==> src/rtl/stack_rpn_sequencer.sv <==
// RPN token sequencer: turns operand/operator tokens into push/pop/get commands
// for an attached hardware stack. It does the 4-bit ALU work locally and
// reports results, committed depth and errors.
module stack_rpn_sequencer #(
  parameter int unsigned DEPTH_MAX = 5
) (
  input  logic       CLK,
  input  logic       RESET,
  input  logic       I_VALID,
  output logic       O_READY,
  input  logic       I_KIND,
  input  logic [3:0] I_TOKEN,
  output logic [1:0] O_COMMAND,
  output logic [2:0] O_INDEX,
  output logic [3:0] O_PUSH_DATA,
  input  logic [3:0] I_STACK_DATA,
  output logic [3:0] O_RESULT,
  output logic       O_RESULT_VALID,
  output logic [2:0] O_DEPTH,
  output logic       O_ERROR,
  output logic [1:0] O_ERR_CODE
);

  localparam logic [2:0] DepthMax = 3'(DEPTH_MAX);

  localparam logic [1:0] CmdNone = 2'b00;
  localparam logic [1:0] CmdPush = 2'b01;
  localparam logic [1:0] CmdPop  = 2'b10;
  localparam logic [1:0] CmdGet  = 2'b11;

  localparam logic [1:0] ErrUnder   = 2'b01;
  localparam logic [1:0] ErrOver    = 2'b10;
  localparam logic [1:0] ErrIllegal = 2'b11;

  localparam logic [3:0] OpAdd  = 4'd0;
  localparam logic [3:0] OpSub  = 4'd1;
  localparam logic [3:0] OpAnd  = 4'd2;
  localparam logic [3:0] OpOr   = 4'd3;
  localparam logic [3:0] OpXor  = 4'd4;
  localparam logic [3:0] OpDup  = 4'd5;
  localparam logic [3:0] OpDrop = 4'd6;

  typedef enum logic [3:0] {
    StIdle,
    StPush,
    StPopB,
    StPopA,
    StCalc,
    StPushR,
    StGet,
    StCapt,
    StReport
  } state_e;

  state_e     state_q, state_d;
  logic       ready_q, ready_d;
  logic [1:0] command_q, command_d;
  logic [2:0] index_q, index_d;
  logic [3:0] push_data_q, push_data_d;
  logic [3:0] result_q, result_d;
  logic       result_valid_q, result_valid_d;
  logic [2:0] depth_q, depth_d;
  logic       error_q, error_d;
  logic [1:0] err_code_q, err_code_d;
  logic [3:0] op_q, op_d;
  logic [3:0] b_q, b_d;

  // a is the entry below the top, b is the top; carry and borrow are dropped
  function automatic logic [3:0] alu(input logic [3:0] op, input logic [3:0] a,
                                     input logic [3:0] b);
    logic [3:0] r;
    r = 4'd0;
    case (op)
      OpAdd:   r = a + b;
      OpSub:   r = a - b;
      OpAnd:   r = a & b;
      OpOr:    r = a | b;
      OpXor:   r = a ^ b;
      default: r = 4'd0;
    endcase
    return r;
  endfunction

  // State and output registers
  always_ff @(posedge CLK) begin
    if (RESET) begin
      state_q        <= StIdle;
      ready_q        <= 1'b1;
      command_q      <= CmdNone;
      index_q        <= 3'd0;
      push_data_q    <= 4'd0;
      result_q       <= 4'd0;
      result_valid_q <= 1'b0;
      depth_q        <= 3'd0;
      error_q        <= 1'b0;
      err_code_q     <= 2'b00;
      op_q           <= 4'd0;
      b_q            <= 4'd0;
    end else begin
      state_q        <= state_d;
      ready_q        <= ready_d;
      command_q      <= command_d;
      index_q        <= index_d;
      push_data_q    <= push_data_d;
      result_q       <= result_d;
      result_valid_q <= result_valid_d;
      depth_q        <= depth_d;
      error_q        <= error_d;
      err_code_q     <= err_code_d;
      op_q           <= op_d;
      b_q            <= b_d;
    end
  end

  // Next-state decode, precondition checks and command sequencing
  always_comb begin
    state_d        = state_q;
    command_d      = CmdNone;
    index_d        = 3'd0;
    push_data_d    = push_data_q;
    result_d       = result_q;
    result_valid_d = 1'b0;
    error_d        = error_q;
    err_code_d     = err_code_q;
    op_d           = op_q;
    b_d            = b_q;

    // Depth tracks the command being driven now; the stack commits it on this edge
    unique case (command_q)
      CmdPush: depth_d = depth_q + 3'd1;
      CmdPop:  depth_d = depth_q - 3'd1;
      default: depth_d = depth_q;
    endcase

    unique case (state_q)
      StIdle: begin
        if (I_VALID) begin
          if (!I_KIND) begin
            if (depth_q == DepthMax) begin
              error_d    = 1'b1;
              err_code_d = ErrOver;
            end else begin
              state_d     = StPush;
              command_d   = CmdPush;
              push_data_d = I_TOKEN;
            end
          end else begin
            op_d = I_TOKEN;
            case (I_TOKEN)
              OpAdd, OpSub, OpAnd, OpOr, OpXor: begin
                if (depth_q < 3'd2) begin
                  error_d    = 1'b1;
                  err_code_d = ErrUnder;
                end else begin
                  state_d   = StPopB;
                  command_d = CmdPop;
                end
              end
              OpDup: begin
                if (depth_q == 3'd0) begin
                  error_d    = 1'b1;
                  err_code_d = ErrUnder;
                end else if (depth_q == DepthMax) begin
                  error_d    = 1'b1;
                  err_code_d = ErrOver;
                end else begin
                  state_d   = StGet;
                  command_d = CmdGet;
                  index_d   = 3'd0;
                end
              end
              OpDrop: begin
                if (depth_q == 3'd0) begin
                  error_d    = 1'b1;
                  err_code_d = ErrUnder;
                end else begin
                  state_d   = StPopB;
                  command_d = CmdPop;
                end
              end
              4'd8, 4'd9, 4'd10, 4'd11, 4'd12: begin
                if (depth_q <= I_TOKEN[2:0]) begin
                  error_d    = 1'b1;
                  err_code_d = ErrUnder;
                end else begin
                  state_d   = StGet;
                  command_d = CmdGet;
                  index_d   = I_TOKEN[2:0];
                end
              end
              default: begin
                error_d    = 1'b1;
                err_code_d = ErrIllegal;
              end
            endcase
          end
        end
      end
      StPush: state_d = StIdle;
      StPopB: begin
        if (op_q == OpDrop) begin
          state_d = StIdle;
        end else begin
          state_d   = StPopA;
          command_d = CmdPop;
        end
      end
      StPopA: begin
        // B popped by the previous command is on the read port now
        b_d     = I_STACK_DATA;
        state_d = StCalc;
      end
      StCalc: begin
        push_data_d    = alu(op_q, I_STACK_DATA, b_q);
        result_d       = alu(op_q, I_STACK_DATA, b_q);
        result_valid_d = 1'b1;
        command_d      = CmdPush;
        state_d        = StPushR;
      end
      StPushR: state_d = StIdle;
      StGet:   state_d = StCapt;
      StCapt: begin
        if (op_q == OpDup) begin
          push_data_d = I_STACK_DATA;
          command_d   = CmdPush;
          state_d     = StPushR;
        end else begin
          result_d       = I_STACK_DATA;
          result_valid_d = 1'b1;
          state_d        = StReport;
        end
      end
      StReport: state_d = StIdle;
      default:  state_d = StIdle;
    endcase

    ready_d = (state_d == StIdle);
  end

  assign O_READY        = ready_q;
  assign O_COMMAND      = command_q;
  assign O_INDEX        = index_q;
  assign O_PUSH_DATA    = push_data_q;
  assign O_RESULT       = result_q;
  assign O_RESULT_VALID = result_valid_q;
  assign O_DEPTH        = depth_q;
  assign O_ERROR        = error_q;
  assign O_ERR_CODE     = err_code_q;

endmodule

==> config.mk <==
export PLATFORM = sky130hd
export DESIGN_NAME = stack_rpn_sequencer
export DESIGN_NICKNAME = d
export VERILOG_FILES = /design/src/rtl/stack_rpn_sequencer.sv
export SDC_FILE = /design/constraint.sdc
export NUM_CORES = 1
export LEC_CHECK = 0
export ABC_AREA = 0
export BUFFER_PORTS_ARGS = -buffer_cell sky130_fd_sc_hd__buf_2
export CORE_MARGIN = 2
export CORE_UTILIZATION = 50
export CTS_CLUSTER_SIZE = 20
export DETAILED_ROUTE_END_ITERATION = 6
export GPL_TIMING_DRIVEN = 1
export PLACE_DENSITY = 0.75
export SETUP_SLACK_MARGIN = 0.1
export SLEW_MARGIN = 0
export SYNTH_ARGS = -nofsm -noshare
export SYNTH_HDL_FRONTEND = slang
export SYNTH_SLANG_ARGS = --single-unit
==> constraint.sdc <==
create_clock -name CLK -period 6.4 [get_ports CLK]
set_input_delay 0.96 -clock CLK [delete_from_list [all_inputs] [get_ports CLK]]
set_output_delay 0.96 -clock CLK [all_outputs]
set_load 0.1 [all_outputs]
== Word-level counts from Yosys, hierarchy flattened ==
Cells that the tools add are included.
Operators by class
  add/subtract/negate cells: 4
  magnitude comparators: 2
  equal/unequal tests: 33
  multiplexer cells: 49
  bitwise gates (word level): 7
  reductions and logical operators: 15
Operators with widths (count)
  $mux 4: 14
  $eq 4x3->1 const B: 9
  $mux 2: 15
  $eq 4x2->1 const B: 6
  $pmux 2 s4: 3
  $pmux 4 s6: 1
  $eq 4x4->1 const B: 5
  $pmux 4 s5: 1
  $logic_not 4->1: 4
  $pmux 4 s4: 1
  $pmux 4 s3: 1
  $ne 2x2->1 const B: 5
  $reduce_and 5->1: 2
  $reduce_or 5->1: 2
  $mux 1: 9
  $ne 3x3->1 const B: 3
  $eq 4x1->1 const B: 2
  $pmux 4 s2: 1
  $pmux 3 s2: 1
  $reduce_or 6->1: 1
  $add 4x4->4: 1
  $and 4x4->4: 1
  $not 1->1: 4
  $or 4x4->4: 1
  other kinds (16): 17
Storage, ports and cells
  register bits after elaboration: 33
  input bits: 12
  output and inout port bits: 21
  word-level logic and storage cells: 122

== Logic depth before layout (Yosys ltp) ==
Gate-level depths: netlist of the first run.
  depth in word-level cells: 8
  mapped depth: 11
  depth with buffers taken out: 11

== Worst setup path after synthesis of the first run ==
No wires, ideal clock.
  path type: reg-to-reg
  from: reg op_q[0]
  to: reg push_data_q[1], in the netlist O_PUSH_DATA[1]
  setup time: 0.134 ns
  data arrival time: 2.433 ns
  required time: 6.266 ns
  setup slack: 3.833 ns
  stages on the path, launching flop included: 9
  buffers on the path: 1
  clock period less this slack: 2.567 ns
  cell sequence: dfxtp_1 > clkbuf_1 > nor4b_1 > mux2i_1 > fa_1 > a21oi_1 > o22ai_1 > a222oi_1 > a211oi_1
On the way
  longest elaborated chain between the ends: 3
  elaborated cells on any way between the ends: 10
  classes of those cells: eq/ne (6); mux (2); reduce/logical (2)
Ends and longest elaborated chain
  from (decl): RTL line 65  | logic [3:0] op_q, op_d;
  from (signal assigned): RTL line 110  | op_q <= op_d;
  $eq 4x3->1, or another cell as far along: RTL line 73  | case (op)
  $pmux 4 s5 / $ne 2x2->1 (equally long branches)
  $pmux 4 s3 / $reduce_and 5->1 (equally long branches)
  to (signal assigned): RTL line 104  | push_data_q <= push_data_d;
  to (decl): RTL line 59  | logic [3:0] push_data_q, push_data_d;
Parallel ways exist; a longest one is shown, timed or not.
A chain may end at the register's enable or synchronous reset.

== Final worst setup path of the first run ==
Same ends and word-level chain as after synthesis.

==> impl_metrics.tcl, run 1 <==
set metrics [dict create \
    outcome "finished clean" \
    synth_area_leaders "dfxtp_1, ha_1, nor2_1, a21oi_1, nand2_1" \
    synth.top_cell.area_share_pct 30.3 \
    synth.distinct_cells 55 \
    ys_warn_count 0 \
    drive_gt1_share_pct 15.9 \
    dp_hpwl_mm 3.84 \
    critical_path.cell_chain "nor4b_1, mux2i_1, fa_1, a21oi_1, o22ai_1, a222oi_1, a211oi_1" \
    hold_path_end "O_ERR_CODE[1]$_SDFFE_PP0P_" \
    critPathTopFamily "compound AO/OA/AOI/OAI gates" \
    post_cts_buffers 0 \
    power_leakage_nw 0.979 \
    synth_seq_cells 33 \
    grt_first_pass_wirelength_mm 8.76 \
    ctsHoldBuffers 0 \
    crit_path_start_kind "register" \
    drt_iter0_drc 146 \
    placementRows 24 \
    areaGrowthSynthToFinish_pct 11.0 \
    ctsRootBufferMaster "clkbuf_8" \
    crit_arrival_ps 2880 \
    crit_fanout 15 \
    ys.flop_type "dfxtp_1" \
    finalCritPeriodShare_pct 42.6 \
    final_nets 326 \
    critPathRequiredTime_ps 6550 \
    max_stage_delay_ps 580 \
    fp.dieH_um 70.0 \
    synthTopCellsByCount "dfxtp_1, nor2_1, nand2_1, a21oi_1, inv_1" \
    synth_enable_flop_cells 0 \
    core_region_area_um2 4260 \
    min_path_type "register to register" \
    hp-start "O_ERR_CODE[1]$_SDFFE_PP0P_" \
    dieArea_um2 4910 \
    clock-sinks 33 \
    ctsHtreeMaxLevel 2 \
    r2r_cells 7 \
    ff2ff_setup_slack_ps 3670 \
    reg2reg_from "op_q[0]$_SDFFE_PP0P_" \
    syn_avg_cell_area_um2 8.11 \
    worst_slew_pin_slew_ps 894 \
    clock_latency_ps 280 \
    routed_wl_mm 5.16 \
    drcViolationCount 0 \
    design_area_um2 2420 \
    synthCells 269 \
    finalSetupViolations 0 \
    start_util_pct 51.1 \
    rsz0062_at_grt "false" \
    p_per_area_nw_per_um2 205 \
    slowest_stage "dfxtp_1" \
    gp_congestion 0.850 \
    grt-ovfl-total 0 \
    whs_ps 450 \
    dr.pass1.iters 5 \
    utilization_pct 56.8 \
    fmax_ghz 0.367 \
    drv_slew 0 \
    ctsResizeCount 0 \
    reg2reg_to "O_PUSH_DATA[1]$_SDFFE_PP0P_" \
    critPathCaptureType "register" \
    max-vdd-ir-drop_v 0.000119 \
    ctsLongestPathBuffers 2 \
    dpl-instance-area_um2 2330 \
    whs_path_depth 2 \
    min_period_ps 2730 \
    track_usage_pct 22.0 \
    clkTransAtPathRegs_ps 70 \
    io_buffers 32 \
    ant_nets 0 \
    worstSetupPathType "register to register" \
    grt_start_max_net_pins 27 \
    fin_setup_tns_ps 0 \
    netlist_area_um2 2180 \
    viasPerCell 5.82 \
    diodes 0 \
    synth_largest_area_cell "dfxtp_1" \
    hold_viol 0 \
    cts-buffers-inserted 5 \
    grt_pass1_vias 1873 \
    cp_num_buf_inv 0 \
    syn_nets 299 \
    antenna_found_initial 0 \
    io-pin-count 33 \
    ys_seq_area_share_pct 30.3 \
    synth_most_common_cell "dfxtp_1" \
    maxCapViolations 0 \
    worst_clock_skew_ps 5.03 \
    synthArstFlopShare_pct 0 \
    avgRoutedWirePerCell_um 14.8 \
    cp.depth 7 \
    maxSlewHeadroom_pct 39.9 \
    cts_tree "done" \
    die_x_um 70.0 \
    vias 2026 \
]
[logic make-up after synthesis]
group	synth area share [%]
compound gates	21.8
xor+xnor	3.21
fa+ha+maj	11.5
buf+inv	7.06
flops	30.3
mux	2.75
simple gates	23.4
[per-stage QoR]
stage,worst slack [ps],power (mW),instances
after floorplan,3830,0.314,269
after global placement,3710,0.337,341
after detailed placement,3670,0.339,341
after CTS,3680,0.498,348
after global routing,3390,0.518,348
final,3670,0.496,348
[sequential cells by signal, indices dropped and copies added, names as in the netlist, 3 cells and up]
name and count:
O_INDEX 3, op_q 4, O_DEPTH 3, b_q 4
state_q 4, O_PUSH_DATA 4, O_RESULT 4
[layout make-up]
| cell class | count | area, um2 |
|---|---|---|
| timing repair buffer | 32 | 160 |
| sequential | 33 | 661 |
| multi-input combinational | 202 | 1370 |
| tap | 52 | 65.1 |
| fill | 414 | 1840 |
| clock buffer | 7 | 86.3 |
| inverter | 22 | 82.6 |
[report_power, final]
part | internal (mW) | switching [mW] | total, mW
Clock | 0.0854 | 0.0759 | 0.161
Combinational | 0.0305 | 0.0816 | 0.112
Sequential | 0.213 | 0.00992 | 0.223
Total | 0.329 | 0.167 | 0.496
[cells in the final DEF (no fill, tap or decap), types with 2 or more instances in the layout]
| master | Yosys | layout |
|---|---|---|
| nand2b_1 | 4 | 4 |
| or3_1 | 2 | 2 |
| o21ai_0 | 15 | 15 |
| a21oi_1 | 22 | 22 |
| a221oi_1 | 2 | 2 |
| buf_2 | 3 | 32 |
| nand3b_1 | 3 | 3 |
| a311oi_1 | 4 | 4 |
| clkbuf_8 | 0 | 6 |
| inv_1 | 22 | 22 |
| xnor2_1 | 5 | 5 |
| xor2_1 | 3 | 3 |
| and2_1 | 4 | 4 |
| mux2i_1 | 6 | 6 |
| a31oi_1 | 6 | 6 |
| nor2_1 | 31 | 31 |
| nor2b_1 | 5 | 5 |
| dfxtp_1 | 33 | 33 |
| o21bai_1 | 2 | 2 |
| a21boi_0 | 2 | 2 |
| a211oi_1 | 6 | 6 |
| ha_1 | 16 | 16 |
| fa_1 | 2 | 2 |
| nand2_1 | 24 | 24 |
| nor3b_1 | 3 | 3 |
| o31ai_1 | 2 | 2 |
| nand3_1 | 2 | 2 |
| nor3_1 | 6 | 6 |
[per-layer routing]
layer  track usage, %  vias up  part of all wire, %
met1             28.3      968                   47
met4             4.49        0                 0.87
met2             37.7       57                   47
met3             5.05        6                  5.1
met5                0        -                    0
li1                 -      995                    -
[worst min-delay path, delay by kind of cell, from the launching register on]
| family | cells | cell delay, ps |
|---|---|---|
| flops | 1 | 310 |
| compound gates | 1 | 60 |
| buf+inv | 1 | 40 |
[how the worst max path moves through the flow]
stage                                     from  slack (ps)                          end
after floorplan           op_q[0]$_SDFFE_PP0P_        3830  O_PUSH_DATA[1]$_SDFFE_PP0P_
after global placement              I_TOKEN[1]        3710   O_ERR_CODE[0]$_SDFFE_PP0P_
after detailed placement       I_STACK_DATA[0]        3670  O_PUSH_DATA[2]$_SDFFE_PP0P_
after CTS                 op_q[0]$_SDFFE_PP0P_        3680  O_PUSH_DATA[1]$_SDFFE_PP0P_
after global routing      op_q[0]$_SDFFE_PP0P_        3390  O_PUSH_DATA[3]$_SDFFE_PP0P_
final                     op_q[0]$_SDFFE_PP0P_        3670  O_PUSH_DATA[1]$_SDFFE_PP0P_
Power figures use the tool's default switching activity.
==> inputs of run 2 (changes only) <==
==> constraint.sdc (replaced) <==
create_clock -name CLK -period 2.62 [get_ports CLK]
set_input_delay 0.393 -clock CLK [delete_from_list [all_inputs] [get_ports CLK]]
set_output_delay 0.393 -clock CLK [all_outputs]
set_load 0.1 [all_outputs]
==> run 2 against run 1 <==
  * Flip-flop and latch count is the same
  * Sequential share of layout area shrank 0.65 points
  * Final cell count grew 1.7%
  * Register-to-register slack lost 3500 ps
  * Design area grew 2.4%
  * Setup slack lost 3500 ps
  * Power grew 140%
  * Global-route usage shrank 1.1 points
  * Wire length shrank 2.3%
  * Critical path type unchanged
  * Critical endpoint unchanged
==> impl_metrics.tcl, run 2 (same netlist as run 1, synthesis figures left out) <==
set metrics [dict create \
    antenna_found_initial 0 \
    slowest_stage "fa_1" \
    post_cts_buffers 0 \
    cp-endpoint "O_PUSH_DATA[1]$_SDFFE_PP0P_" \
    whs_ps 418 \
    ctsResizeCount 0 \
    cp_num_buf_inv 1 \
    clock-sinks 33 \
    max-vdd-ir-drop_v 0.000293 \
    vias 2008 \
    drv_slew 0 \
    hold_viol 0 \
    ctsHoldBuffers 0 \
    fin_setup_tns_ps 0 \
    placementRows 24 \
    drcViolationCount 0 \
    dieArea_um2 4910 \
    multi_input_area_um2 1390 \
    p_per_area_nw_per_um2 485 \
    core_region_area_um2 4260 \
    crit_arrival_ps 2550 \
    ctsHtreeMaxLevel 2 \
    maxSlewHeadroom_pct 66.7 \
    wl_met1_mm 2.36 \
    met3WireLength_um 295 \
    r2r_cells 8 \
    io_buffers 32 \
    routed.top_layer "met4" \
    worst_clock_skew_ps 6.89 \
    switching_share_pct 34.8 \
    worstSetupPathType "register to register" \
    outcome "finished clean" \
    rsz0062_at_grt "false" \
    cp.depth 8 \
    power_leakage_nw 1.01 \
    min_period_ps 2400 \
    fp.dieH_um 70.0 \
    gp_congestion 0.873 \
    min_path_type "input port to register" \
    track_usage_pct 20.9 \
    drt_iter0_drc 162 \
    wl_met2_mm 2.29 \
    die_x_um 70.0 \
    placed_cells 346 \
    crit_fanout 4 \
    sequentialPowerShare_pct 44.6 \
    seqCellArea_um2 661 \
    start_util_pct 51.1 \
    fmax_ghz 0.417 \
    clkTransAtPathRegs_ps 70 \
    critPathTopFamily "compound AO/OA/AOI/OAI gates" \
    diodes 0 \
    grt_start_max_net_pins 27 \
    cts_tree "done" \
    max_stage_delay_ps 450 \
    io-pin-count 33 \
    worst_slew_pin_slew_ps 494 \
    cts-buffers-inserted 5 \
    fin_cells 354 \
    power_mw 1.20 \
    ant_nets 0 \
    startpoint "b_q[1]$_SDFFE_PP0P_" \
    clock_latency_ps 290 \
    finalCritPeriodShare_pct 91.5 \
    power_switching_mw 0.419 \
    grt-ovfl-total 0 \
    crit_path_start_kind "register" \
    final_common_cell "dfxtp_1" \
    fill_cells 397 \
    reg2reg_from "b_q[1]$_SDFFE_PP0P_" \
    critPathCaptureType "register" \
    dr.pass1.iters 4 \
    dp_hpwl_mm 3.65 \
    layout_common_cells "dfxtp_1, buf_2, nor2_1" \
    power_frac_comb_pct 24.0 \
    viasPerCell 5.67 \
    grt_first_pass_wirelength_mm 8.17 \
    pre_cts_ws_ps 278 \
    p_clk_share_pct 31.4 \
    maxCapViolations 0 \
    setup_ws_ps 222 \
    grt_pass1_vias 1744 \
    p_int_mw 0.785 \
    drive_gt1_share_pct 18.5 \
    routed_wl_mm 5.05 \
    final_nets 331 \
    ctsLongestPathBuffers 2 \
    ctsRootBufferMaster "clkbuf_8" \
    areaGrowthSynthToFinish_pct 13.7 \
    avgRoutedWirePerCell_um 14.3 \
    ff2ff_setup_slack_ps 220 \
    critPathRequiredTime_ps 2770 \
    critical_path.cell_chain "inv_1, ha_1, mux2i_2, fa_1, a21oi_1, o22ai_1, a222oi_1, a211oi_1" \
    finalSetupViolations 0 \
    reg2reg_to "O_PUSH_DATA[1]$_SDFFE_PP0P_" \
]
[run 2: cell count changes in the layout (fill, tap and decap cells not counted), sizes merged]
cell / before / now
buf: 32 / 37
clkinv: 0 / 2
clkbuf: 7 / 6
[run 2: layer usage]
| layer | track usage, % | up-vias |
|---|---|---|
| met4 | 7.48 | 0 |
| li1 | - | 1010 |
| met2 | 32.9 | 56 |
| met3 | 5.19 | 11 |
| met1 | 27.9 | 931 |
| met5 | 0 | - |
[run 2: worst min path at each step]
stage | to | depth (start not counted) | slack, ps | startpoint
final | op_q[0]$_SDFFE_PP0P_ | 3 | 420 | I_TOKEN[0]
after global routing | op_q[0]$_SDFFE_PP0P_ | 3 | 440 | I_TOKEN[0]
after CTS | op_q[0]$_SDFFE_PP0P_ | 3 | 420 | I_TOKEN[0]
after detailed placement | O_ERR_CODE[1]$_SDFFE_PP0P_ | 2 | 450 | O_ERR_CODE[1]$_SDFFE_PP0P_
after global placement | O_ERROR$_SDFFE_PP0P_ | 2 | 440 | O_ERROR$_SDFFE_PP0P_
after floorplan | b_q[1]$_SDFFE_PP0P_ | 2 | 510 | b_q[1]$_SDFFE_PP0P_
[run 2: cell type report]
cell class                      instances  area share (%)
Timing Repair Buffer                   37            7.97
Clock inverter                          2           0.404
Inverter                               22            3.33
Tap cell                               52            2.62
Sequential cell                        33            26.6
Multi-Input combinational cell        202            56.1
Clock buffer                            6            2.93
[run 2: power by group through the flow]
stage / logic, mW / clock network (mW) / registers [mW]
global placement: 0.281 / 0 / 0.547
floorplan: 0.125 / 0 / 0.643
CTS: 0.286 / 0.385 / 0.536
global route: 0.312 / 0.404 / 0.539
detailed placement: 0.284 / 0 / 0.547
finish: 0.289 / 0.377 / 0.537
[run 2: through the flow]
step	utilization, %	instance area (um2)
3_5_place_dp	55.8	2380
4_1_cts	57.7	2460
3_3_place_gp	55.8	2380
6_report	58.2	2480
5_1_grt	58.2	2480
2_1_floorplan	-	2190
[run 2: worst reg2reg max path: cells and delay by family, from the launching register on]
| kind | cells | cell delay, ps |
|---|---|---|
| adder cells (fa/ha/maj) | 2 | 760 |
| buffers and inverters | 1 | 100 |
| AO/OA/AOI/OAI | 4 | 770 |
| flip-flops | 1 | 410 |
| multiplexers | 1 | 230 |
==> inputs of run 3 (changes only) <==
--- a/config.mk
+++ b/config.mk
@@ -7,12 +7,14 @@
 export LEC_CHECK = 0
 export ABC_AREA = 0
 export BUFFER_PORTS_ARGS = -buffer_cell sky130_fd_sc_hd__buf_2
+export CELL_PAD_IN_SITES_DETAIL_PLACEMENT = 0
+export CELL_PAD_IN_SITES_GLOBAL_PLACEMENT = 1
 export CORE_MARGIN = 2
-export CORE_UTILIZATION = 50
+export CORE_UTILIZATION = 42
 export CTS_CLUSTER_SIZE = 20
 export DETAILED_ROUTE_END_ITERATION = 6
 export GPL_TIMING_DRIVEN = 1
-export PLACE_DENSITY = 0.75
+export PLACE_DENSITY = 0.83
 export SETUP_SLACK_MARGIN = 0.1
 export SLEW_MARGIN = 0
 export SYNTH_ARGS = -nofsm -noshare
==> constraint.sdc (replaced) <==
create_clock -name CLK -period 2.75 [get_ports CLK]
set_input_delay 0.4125 -clock CLK [delete_from_list [all_inputs] [get_ports CLK]]
set_output_delay 0.4125 -clock CLK [all_outputs]
set_load 0.1 [all_outputs]
==> run 3 against run 2 <==
  * Sequential share of layout area down 0.32 points
  * Register-to-register slack improved by 80 ps
  * Combinational power down 7%
  * Die area increased by 18%
  * Largest power group unchanged
==> impl_metrics.tcl, run 3 (same netlist as run 1, synthesis figures left out) <==
set metrics [dict create \
    track_usage_pct 18.5 \
    clock-sinks 33 \
    finalSetupViolations 0 \
    outcome "finished clean" \
    crit_arrival_ps 2640 \
    io_buffers 32 \
    grt_pass1_vias 1797 \
    maxCapViolations 0 \
    power_mw 1.26 \
    maxSlewHeadroom_pct 58.5 \
    fp.dieH_um 76.1 \
    cp_common_cell "nand2_1" \
    hp-start "I_TOKEN[0]" \
    critPathRequiredTime_ps 2950 \
    grt_first_pass_wirelength_mm 8.74 \
    worst_clock_skew_ps 5.86 \
    worstSetupPathType "register to register" \
    fin_setup_tns_ps 0 \
    drive_gt1_share_pct 17.6 \
    max_stage_delay_ps 410 \
    ctsLongestPathBuffers 2 \
    layout_common_cells "dfxtp_1, buf_2, nor2_1" \
    critical_path.cell_chain "nor4b_2, nor2_1, xnor2_1, ha_1, a21o_1, a31oi_1, nand2_1, o21ai_0, nand2_1, a311oi_1" \
    clkTransAtPathRegs_ps 70 \
    fmax_ghz 0.409 \
    diodes 0 \
    dr.pass1.iters 4 \
    max-vdd-ir-drop_v 0.000347 \
    viasPerCell 5.17 \
    drv_slew 0 \
    ctsHtreeMaxLevel 2 \
    cts-buffers-inserted 5 \
    final_common_cell "dfxtp_1" \
    min_path_type "input port to register" \
    cts_tree "done" \
    placementRows 26 \
    power_leakage_nw 1.02 \
    dieArea_um2 5790 \
    grt_start_max_net_pins 27 \
    whs_path_depth 3 \
    dp_hpwl_mm 3.73 \
    whs_ps 446 \
    ff2ff_setup_slack_ps 310 \
    critPathCaptureType "register" \
    gp_congestion 0.801 \
    rsz0062_at_grt "false" \
    antenna_found_initial 0 \
    clock_latency_ps 280 \
    hold_path_end "op_q[0]$_SDFFE_PP0P_" \
    reg2reg_to "O_PUSH_DATA[3]$_SDFFE_PP0P_" \
    r2r_cells 10 \
    die_x_um 76.1 \
    core_region_area_um2 5070 \
    slowest_stage "dfxtp_1" \
    grt-ovfl-total 0 \
    crit_fanout 10 \
    finalCritPeriodShare_pct 88.9 \
    drt_iter0_drc 115 \
    routed_wl_mm 5.01 \
    p_per_area_nw_per_um2 500 \
    final_nets 330 \
    vias 1918 \
    utilization_pct 49.5 \
    crit_path_start_kind "register" \
    drcViolationCount 0 \
    min_period_ps 2440 \
    ctsHoldBuffers 0 \
    worst_slew_pin_slew_ps 616 \
    start_util_pct 43.0 \
    cp_num_buf_inv 0 \
    avgRoutedWirePerCell_um 13.5 \
    areaGrowthSynthToFinish_pct 15.1 \
    ant_nets 0 \
    critPathTopFamily "compound AO/OA/AOI/OAI gates" \
    reg2reg_from "op_q[3]$_SDFFE_PP0P_" \
    io-pin-count 33 \
    hold_viol 0 \
    ctsRootBufferMaster "clkbuf_8" \
]
[run 3: cell count changes in the layout (fill, tap and decap cells not counted), sizes merged]
cell,delta
clkinv,-2
buf,-1
bufinv,+1
clkbuf,+1
[run 3: cell type report]
class | instances | area (um2)
timing repair buffer | 36 | 190
multi-input combinational | 202 | 1370
clock buffer | 7 | 86.3
inverter | 22 | 82.6
sequential | 33 | 661
clock inverter | 1 | 30.0
fill | 512 | 2560
tap | 70 | 87.6
[run 3: worst reg2reg max path, stage by stage, from the launching register on]
cell and delay, ps:
dfxtp_1 410, nor4b_2 360, nor2_1 90, xnor2_1 130
ha_1 330, a21o_1 200, a31oi_1 300, nand2_1 80
o21ai_0 150, nand2_1 70, a311oi_1 230
[run 3: layer usage]
| metal | global-route usage [%] | up-vias | routed length [um] |
|---|---|---|---|
| li1 | - | 1003 | - |
| met1 | 25.5 | 871 | 2490 |
| met2 | 30.2 | 39 | 2290 |
| met3 | 3.55 | 5 | 184 |
| met4 | 4.36 | 0 | 44 |
| met5 | 0 | - | 0 |
[run 3: what timing repair did]
item | in CTS | in global routing
setup endpoints to repair | 0 | 5
setup buffers | 0 | 0
gates resized for setup | 0 | 1
[run 3: per-stage QoR]
step	area (um2)	instances	setup WS (ps)
after floorplan	2180	269	183
after global placement	2390	363	302
after detailed placement	2390	363	217
after CTS	2500	371	179
after global routing	2510	371	47.4
final	2510	371	306
[run 3: how the worst max path moves through the flow]
stage / slack [ps] / to / cells past startpoint / from
detailed placement: 220 / O_PUSH_DATA[1]$_SDFFE_PP0P_ / 7 / op_q[3]$_SDFFE_PP0P_
global placement: 300 / O_PUSH_DATA[1]$_SDFFE_PP0P_ / 7 / op_q[3]$_SDFFE_PP0P_
finish: 310 / O_PUSH_DATA[3]$_SDFFE_PP0P_ / 10 / op_q[3]$_SDFFE_PP0P_
CTS: 180 / O_PUSH_DATA[3]$_SDFFE_PP0P_ / 10 / op_q[3]$_SDFFE_PP0P_
global route: 50 / O_PUSH_DATA[3]$_SDFFE_PP0P_ / 10 / op_q[3]$_SDFFE_PP0P_
floorplan: 180 / O_PUSH_DATA[1]$_SDFFE_PP0P_ / 8 / op_q[0]$_SDFFE_PP0P_
[run 3: where the power goes]
part | internal (mW) | switching [mW] | leakage, nW
sequential | 0.496 | 0.0165 | 0.268
clock | 0.295 | 0.179 | 0.0585
combinational | 0.0741 | 0.196 | 0.691
